`src/rtl/ale_line_streamer.sv`:
```
// Frame RAM to 24-bit pixel stream: PRELOAD_LINES burst, then one line per i_intr rising edge, then zero pad lines.
// Latency: start -> first rd_en 1 cycle, first valid pixel 2 cycles; pixel aligned with 1-cycle RAM read data.
// Backpressure: none on the pixel side; line requests buffered in a 2-bit saturating counter, overflow is sticky.
module ale_line_streamer #(
  parameter int IMG_WIDTH     = 512,
  parameter int IMG_HEIGHT    = 512,
  parameter int PRELOAD_LINES = 4,
  parameter int PAD_LINES     = 2,
  parameter int ADDR_W        = 18
) (
  input  logic              clk,
  input  logic              rst,
  input  logic              i_start,
  output logic              o_mem_rd_en,
  output logic [ADDR_W-1:0] o_mem_addr,
  input  logic [23:0]       i_mem_data,
  output logic [23:0]       o_pixel_data,
  output logic              o_pixel_data_valid,
  input  logic              i_intr,
  output logic              o_busy,
  output logic              o_done,
  output logic              o_overrun
);

  localparam int TOTAL = IMG_HEIGHT + PAD_LINES;
  localparam int LW    = $clog2(TOTAL + 1);
  localparam int CW    = (IMG_WIDTH > 1) ? $clog2(IMG_WIDTH) : 1;

  typedef enum logic [1:0] {IDLE, FETCH, WAIT, DONE} state_t;

  state_t          state;
  logic [LW-1:0]   line;
  logic [CW-1:0]   col;
  logic [1:0]      pending;
  logic            intr_q;
  logic            pad_q;

  logic            intr_edge;
  logic            req;
  logic            take;
  logic            last_col;
  logic            in_img;
  logic            start_ok;
  logic [LW-1:0]   line_nx;

  assign intr_edge = i_intr & ~intr_q;
  assign req       = intr_edge && (state == FETCH || state == WAIT);
  assign take      = (state == WAIT) && (pending != 2'd0);
  assign last_col  = (col == CW'(IMG_WIDTH - 1));
  assign in_img    = (line < LW'(IMG_HEIGHT));
  assign start_ok  = i_start && (state == IDLE || state == DONE);
  assign line_nx   = line + LW'(1);

  // RAM data arrives in the same cycle as the registered valid; pad lines mask it to zero.
  assign o_pixel_data = (o_pixel_data_valid && !pad_q) ? i_mem_data : 24'd0;

  always_ff @(posedge clk) begin
    if (rst) begin
      state              <= IDLE;
      line               <= '0;
      col                <= '0;
      pending            <= 2'd0;
      intr_q             <= 1'b0;
      pad_q              <= 1'b0;
      o_mem_rd_en        <= 1'b0;
      o_mem_addr         <= '0;
      o_pixel_data_valid <= 1'b0;
      o_busy             <= 1'b0;
      o_done             <= 1'b0;
      o_overrun          <= 1'b0;
    end else begin
      intr_q             <= i_intr;
      o_pixel_data_valid <= (state == FETCH);
      pad_q              <= (state == FETCH) && !in_img;

      // A request and a consumption in the same cycle cancel out.
      if (req && !take) begin
        if (pending == 2'd3) o_overrun <= 1'b1;
        else                 pending   <= pending + 2'd1;
      end else if (take && !req) begin
        pending <= pending - 2'd1;
      end

      case (state)
        IDLE, DONE: begin
          if (start_ok) begin
            state       <= FETCH;
            line        <= '0;
            col         <= '0;
            pending     <= 2'd0;
            o_overrun   <= 1'b0;
            o_busy      <= 1'b1;
            o_done      <= 1'b0;
            o_mem_rd_en <= 1'b1;
            o_mem_addr  <= '0;
          end
        end
        FETCH: begin
          // Image lines are contiguous in memory, so a running address equals line*W+col.
          if (in_img) o_mem_addr <= o_mem_addr + ADDR_W'(1);
          if (last_col) begin
            col  <= '0;
            line <= line_nx;
            if (line_nx == LW'(TOTAL)) begin
              state       <= DONE;
              o_busy      <= 1'b0;
              o_done      <= 1'b1;
              o_mem_rd_en <= 1'b0;
            end else if (line_nx < LW'(PRELOAD_LINES)) begin
              o_mem_rd_en <= (line_nx < LW'(IMG_HEIGHT));
            end else begin
              state       <= WAIT;
              o_mem_rd_en <= 1'b0;
            end
          end else begin
            col <= col + CW'(1);
          end
        end
        WAIT: begin
          if (take) begin
            state       <= FETCH;
            o_mem_rd_en <= in_img;
          end
        end
        default: state <= IDLE;
      endcase
    end
  end

endmodule

```
`config.mk`:
```
export PLATFORM = sky130hd
export DESIGN_NAME = ale_line_streamer
export DESIGN_NICKNAME = d
export VERILOG_FILES = /design/src/rtl/ale_line_streamer.sv
export SDC_FILE = /design/constraint.sdc
export NUM_CORES = 1
export LEC_CHECK = 0
export ABC_AREA = 1
export BUFFER_PORTS_ARGS = -buffer_cell sky130_fd_sc_hd__buf_4
export CORE_MARGIN = 3
export CORE_UTILIZATION = 47
export DETAILED_ROUTE_END_ITERATION = 12
export PLACE_DENSITY_LB_ADDON = 0.15
export SYNTH_ARGS = -nofsm -noshare
export SYNTH_HDL_FRONTEND = slang
export SYNTH_SLANG_ARGS = --single-unit
```
`constraint.sdc`:
```
create_clock -name clk -period 1.9 [get_ports clk]
set_clock_uncertainty 0.15 [all_clocks]
set_input_delay 0.19 -clock clk [delete_from_list [all_inputs] [get_ports clk]]
set_output_delay 0.19 -clock clk [all_outputs]
set_load 0.01 [all_outputs]
```
## Word level (Yosys, flattened, before mapping)

Cells that the tools add are included.

| storage, ports and cells | value |
|---|---|
| output and inout bits | 47 |
| bits in registers | 48 |
| input bits | 28 |
| word-level logic and storage cells | 95 |

| cells by class | value |
|---|---|
| equality and inequality tests | 12 |
| reduce and logical (&&, ||, !) cells | 23 |
| mux-type cells | 38 |
| add/sub/neg operators | 5 |
| $lt $le $gt $ge | 3 |
| bitwise logic cells | 2 |

Operators by type and width:

| cell | number |
|---|---|
| two-way mux 18 bit | 2 |
| one-hot mux 18 bit (2 select lines) | 1 |
| two-way mux 24 bit | 1 |
| less-than comparator 10 bit (second input constant) | 2 |
| two-way mux 10 bit | 2 |
| two-way mux 2 bit | 10 |
| one-hot mux 10 bit (2 select lines) | 1 |
| adder 18 x 1 -> 18 bit (second input constant) | 1 |
| two-way mux 9 bit | 2 |
| one-hot mux 9 bit (2 select lines) | 1 |
| two-way mux 1 bit | 14 |
| adder 10 x 1 -> 10 bit (second input constant) | 1 |
| == test 10 bit (second input constant) | 1 |
| less-than comparator 10 x 3 -> 1 bit (second input constant) | 1 |
| adder 9 x 1 -> 9 bit (second input constant) | 1 |
| == test 9 bit (second input constant) | 1 |
| AND reduction 3 bit | 3 |
| != test 2 bit (second input constant) | 4 |
| AND reduction 4 bit | 2 |
| logical AND 1 bit | 7 |
| == test 2 bit (second input constant) | 3 |
| one-hot mux 2 bit (3 select lines) | 1 |
| logical NOT 1 bit | 4 |
| one-hot mux 1 bit (2 select lines) | 2 |
| other kinds (13) | 15 |

## Depth between registers and ports, before layout

| logic depth | value |
|---|---|
| depth in word-level cells | 9 |
| mapped depth | 13 |

## Worst setup path after synthesis

OpenSTA, ideal clock, no wires.

| timing path | value |
|---|---|
| path type | reg-to-reg |
| from | register state[0] |
| to | register o_mem_addr[12] |
| stages on the path, launching flop included | 12 |
| slack | -0.086 ns |
| data required time | 1.635 ns |
| setup time | 0.115 ns |
| arrival time | 1.722 ns |
| cell sequence | dfxtp_1 -> inv_1 -> ha_1 -> o21ai_2 -> nand2_2 -> buf_6 -> nor3_4 -> nand2_1 -> nor2_1 -> nand3_1 -> o21ai_1 -> nor2_1 |

| on the way | value |
|---|---|
| word-level cells in the longest chain between the ends | 5 |

Ends and longest elaborated chain:

| item | line | source |
|---|---|---|
| start: declaration | 31 | `state_t state;` |
| start signal: assignment | 59 | `state <= IDLE;` |
| start signal: assignment | 87 | `state <= FETCH;` |
| start signal: assignment | 105 | `state <= DONE;` |
| == test 2 bit or logical NOT 2 bit (tied branches) | 51, 84 |  |
| logical OR 1 bit | 51 | `assign start_ok = i_start && (state == IDLE \|\| state == DONE);` |
| logical AND 1 bit | 51 |  |
| != test 2 bit (no line) | -- |  |
| AND reduction 3 bit (no line) | -- |  |
| end signal: assignment | 100 | `if (in_img) o_mem_addr <= o_mem_addr + ADDR_W'(1);` |
| end: declaration | 15 | `output logic [ADDR_W-1:0] o_mem_addr,` |

Parallel ways exist; a longest one is shown, timed or not.
A chain may end at the register's enable or synchronous reset.

## Worst setup path after layout

| timing path | value |
|---|---|
| from | register col[4] |
| to | register o_mem_rd_en |

| on the way | value |
|---|---|
| word-level cells in the longest chain between the ends | 3 |

Ends and longest elaborated chain:

| item | line | source |
|---|---|---|
| start: declaration | 33 | `logic [CW-1:0] col;` |
| start signal: assignment | 116 | `col <= col + CW'(1);` |
| == test 9 bit | 49 | `assign last_col = (col == CW'(IMG_WIDTH - 1));` |
| != test 2 bit (no line) | -- |  |
| AND reduction 3 bit (no line) | -- |  |
| end signal: assignment | 110 | `o_mem_rd_en <= (line_nx < LW'(IMG_HEIGHT));` |
| end signal: assignment | 122 | `o_mem_rd_en <= in_img;` |
| end: declaration | 14 | `output logic o_mem_rd_en,` |

No other way between the ends.

==> flow_summary.yaml <==
yosys:
  post-synth-top-area-fraction: 0.358
  synth_edf_count: 0
  yosysTopAreaCell: "dfxtp_1"
  synth_top_cells_by_area: "dfxtp_1 (36%), nand2_1 (11%), inv_1 (10%)"
  ys_types: 34
  postSynthCellCount: 410
  syn_area_per_cell_um2: 6.55
  synth_flop_cell: "dfxtp_1"
  synth_area_um2: 2680
  async_flop_share: 0
  syn-num-nets: 448
  ys_ff_latch: 48
  ys_warn_count: 0
  synth_most_common_cell: "nand2_1"
  synth_common_cells: "nand2_1 (76), inv_1 (72), nor2_1 (61)"
  ys_seq_area_frac: 0.358
min_path:
  hold_path.class: "input port to register"
  min_from: "i_start"
detailed_routing:
  vias_per_cell: 5.23
  wl_per_cell_um: 13.1
  drc: 0
  ant_nets: 0
  dr.pass1.iters: 5
  drtIter0Drc: 221
  vias: 3130
  wl_um: 7810
global_routing:
  grt_max_degree: 25
  antenna_found_initial: 0
  first_global_vias: 2742
  grt_use_total: 0.226
  grt_pass1_wl_um: 12000
  grt-ovfl-total: 0
placement:
  place_congestion: 0.916
  dp_hpwl_um: 5720
  numPortBuffers: 74
  dp_cells: 582
  pre_cts_ws_ns: -0.104
clock_network:
  htreeDepth: 2
  cts_buffers: 5
  clock-root-buffer: "clkbuf_8"
  clk_latency_ns: 0.30
  cts.sinks: 48
  cts_tree: "built"
  path_clk_slew_ns: 0.08
  clockBufferDepth: 2
worst_setup_path:
  slowest_delay_ns: 0.34
  path_common_cell: "nand2_2"
  cp-start-kind: "register"
  cp.arrival_ns: 2.00
  critical_path_class: "register to register"
  crit_path_cell_trace: "nand2_2 -> nor2_4 -> nand3_2 -> nor3_2 -> ha_2 -> nor2_2 -> inv_2 -> nand2_4 -> a21oi_4 -> nand2_2 -> o21bai_1 -> inv_1"
  critPathCaptureType: "register"
  worst-path-max-fanout: 4
  crit_path_start: "col[4]"
  cp.required_ns: 1.94
  r2r_start: "col[4]"
  cpMaxStageDelayCell: "dfxtp_2"
timing:
  timing.final.crit_share: 1.03
  fmax_mhz: 510
  hold_viol: 0
  period_minus_slack_ns: 1.96
  tightest_slew_ns: 0.451
  maxSlewViolCount: 0
  slew_headroom: 0.697
  rsz0062_at_grt: "true"
  fin_setup_tns_ns: -0.0599
  holdWs_ns: 0.181
  layout_setup_ws_ns: -0.0599
  final-setup-viol-count: 1
outcome:
  failed_checks: "setup timing"
  status: "complete, but fails checks"
pwr:
  internal-power_mw: 2.22
  leakagePower_nw: 1.83
  vdd_drop_max_v: 0.000886
  p_per_area_nw_per_um2: 940
  p_seq_frac: 0.329
  pwr-share-comb: 0.499
  switching_power_mw: 1.48
  clock_power_share: 0.172
  switching_share: 0.400
floorplanning:
  ios: 75
  die_x_um: 81.6
  rows: 26
  start_util: 0.506
  die_area_um2: 6650
  die_h_um: 81.6
  core_area_um2: 5300
cells_and_area:
  syn_to_final_growth_pct: 47.0
  drive_above_1_share: 0.347
  fin_nets: 565
  fin_cells: 598
  n_antenna_cell: 0
  fillCellCount: 383
job:
  cap_violations: 0
==> final cells by class <==
cell class | instances | area (µm²) | area share
flip-flops and latches | 48 | 981 | 0.249
inverters | 77 | 297 | 0.0751
multi-input cells | 280 | 1620 | 0.410
clock buffers | 8 | 90.1 | 0.0228
well taps | 70 | 87.6 | 0.0222
repair buffers | 115 | 872 | 0.221
==> sequential cells by signal, indices dropped and copies added, names as in the netlist, 2 cells and up <==
name	cells
o_mem_addr	18
state	2
line	10
col	9
pending	2
==> power groups by stage <==
stage	clock network (mW)	registers [mW]	logic, mW
floorplan	0	1.23	0.846
finish	0.637	1.22	1.85
global route	0.677	1.24	2.03
CTS	0.642	1.19	1.56
global placement	0	1.21	1.48
detailed placement	0	1.21	1.50
==> critical path: cells and delay by family, from the launching register on <==
kind / cells / cell delay, ns
adder cells (fa/ha/maj): 1 / 0.21
AND/OR/NAND/NOR: 7 / 0.69
AO/OA/AOI/OAI: 2 / 0.35
buffers and inverters: 2 / 0.13
flip-flops: 1 / 0.34
==> layout by cell type, fill, tap and decap left out, types with 4 or more instances in the layout <==
| master | netlist | layout |
|---|---|---|
| nor2_2 | 4 | 8 |
| nor2_1 | 61 | 53 |
| dfxtp_1 | 48 | 38 |
| a21oi_1 | 29 | 26 |
| clkbuf_8 | 0 | 6 |
| nor2_4 | 0 | 4 |
| nand4_1 | 13 | 13 |
| buf_4 | 0 | 112 |
| nand2_2 | 2 | 7 |
| nand2_1 | 76 | 66 |
| dfxtp_2 | 0 | 7 |
| nor3_1 | 16 | 14 |
| nand2_4 | 0 | 5 |
| inv_2 | 4 | 6 |
| inv_1 | 72 | 67 |
| o21ai_0 | 13 | 9 |
| nand3_1 | 27 | 24 |
| o21ai_1 | 3 | 6 |
| ha_1 | 10 | 5 |
==> metrics by stage <==
step	power (mW)	instance area [µm²]	util
final	3.71	3950	0.744
after detailed placement	2.72	3560	0.672
after CTS	3.39	3700	0.698
after global routing	3.94	3950	0.744
after global placement	2.69	3560	0.672
after floorplan	2.08	2700	-
==> metal layers <==
metal,GRT usage,part of all wire
met1,0.286,0.40
met2,0.391,0.49
met3,0.0428,0.098
met4,0.0642,0.012
met5,0,0
==> final timing paths <==
path                                     to  slack, ns  cells after the start
worst min register to register       o_done       0.33                      2
worst max register to register  o_mem_rd_en      -0.06                     12
worst min-delay path             pending[0]       0.18                      4
worst max-delay path            o_mem_rd_en      -0.06                     12
==> timing repair <==
item,CTS,global route
hold buffers,2,0
gates resized for setup,8,63
pin swaps,4,20
endpoints found under the hold margin,4,0
buffers inserted,1,5
endpoints found under the setup margin,15,31
==> cell families (layout without fill, tap and decap cells) <==
group | Yosys count | in the layout | share of synthesized area
xor gates and xnor gates | 2 | 2 | 0.00653
and+or+nand+nor | 206 | 206 | 0.338
adders and majority gates | 10 | 10 | 0.0466
DFF | 48 | 48 | 0.358
AOI/OAI and AO/OA | 62 | 62 | 0.132
buffers and inverters | 82 | 200 | 0.118
Note: power is estimated with default switching activity, not from simulation.
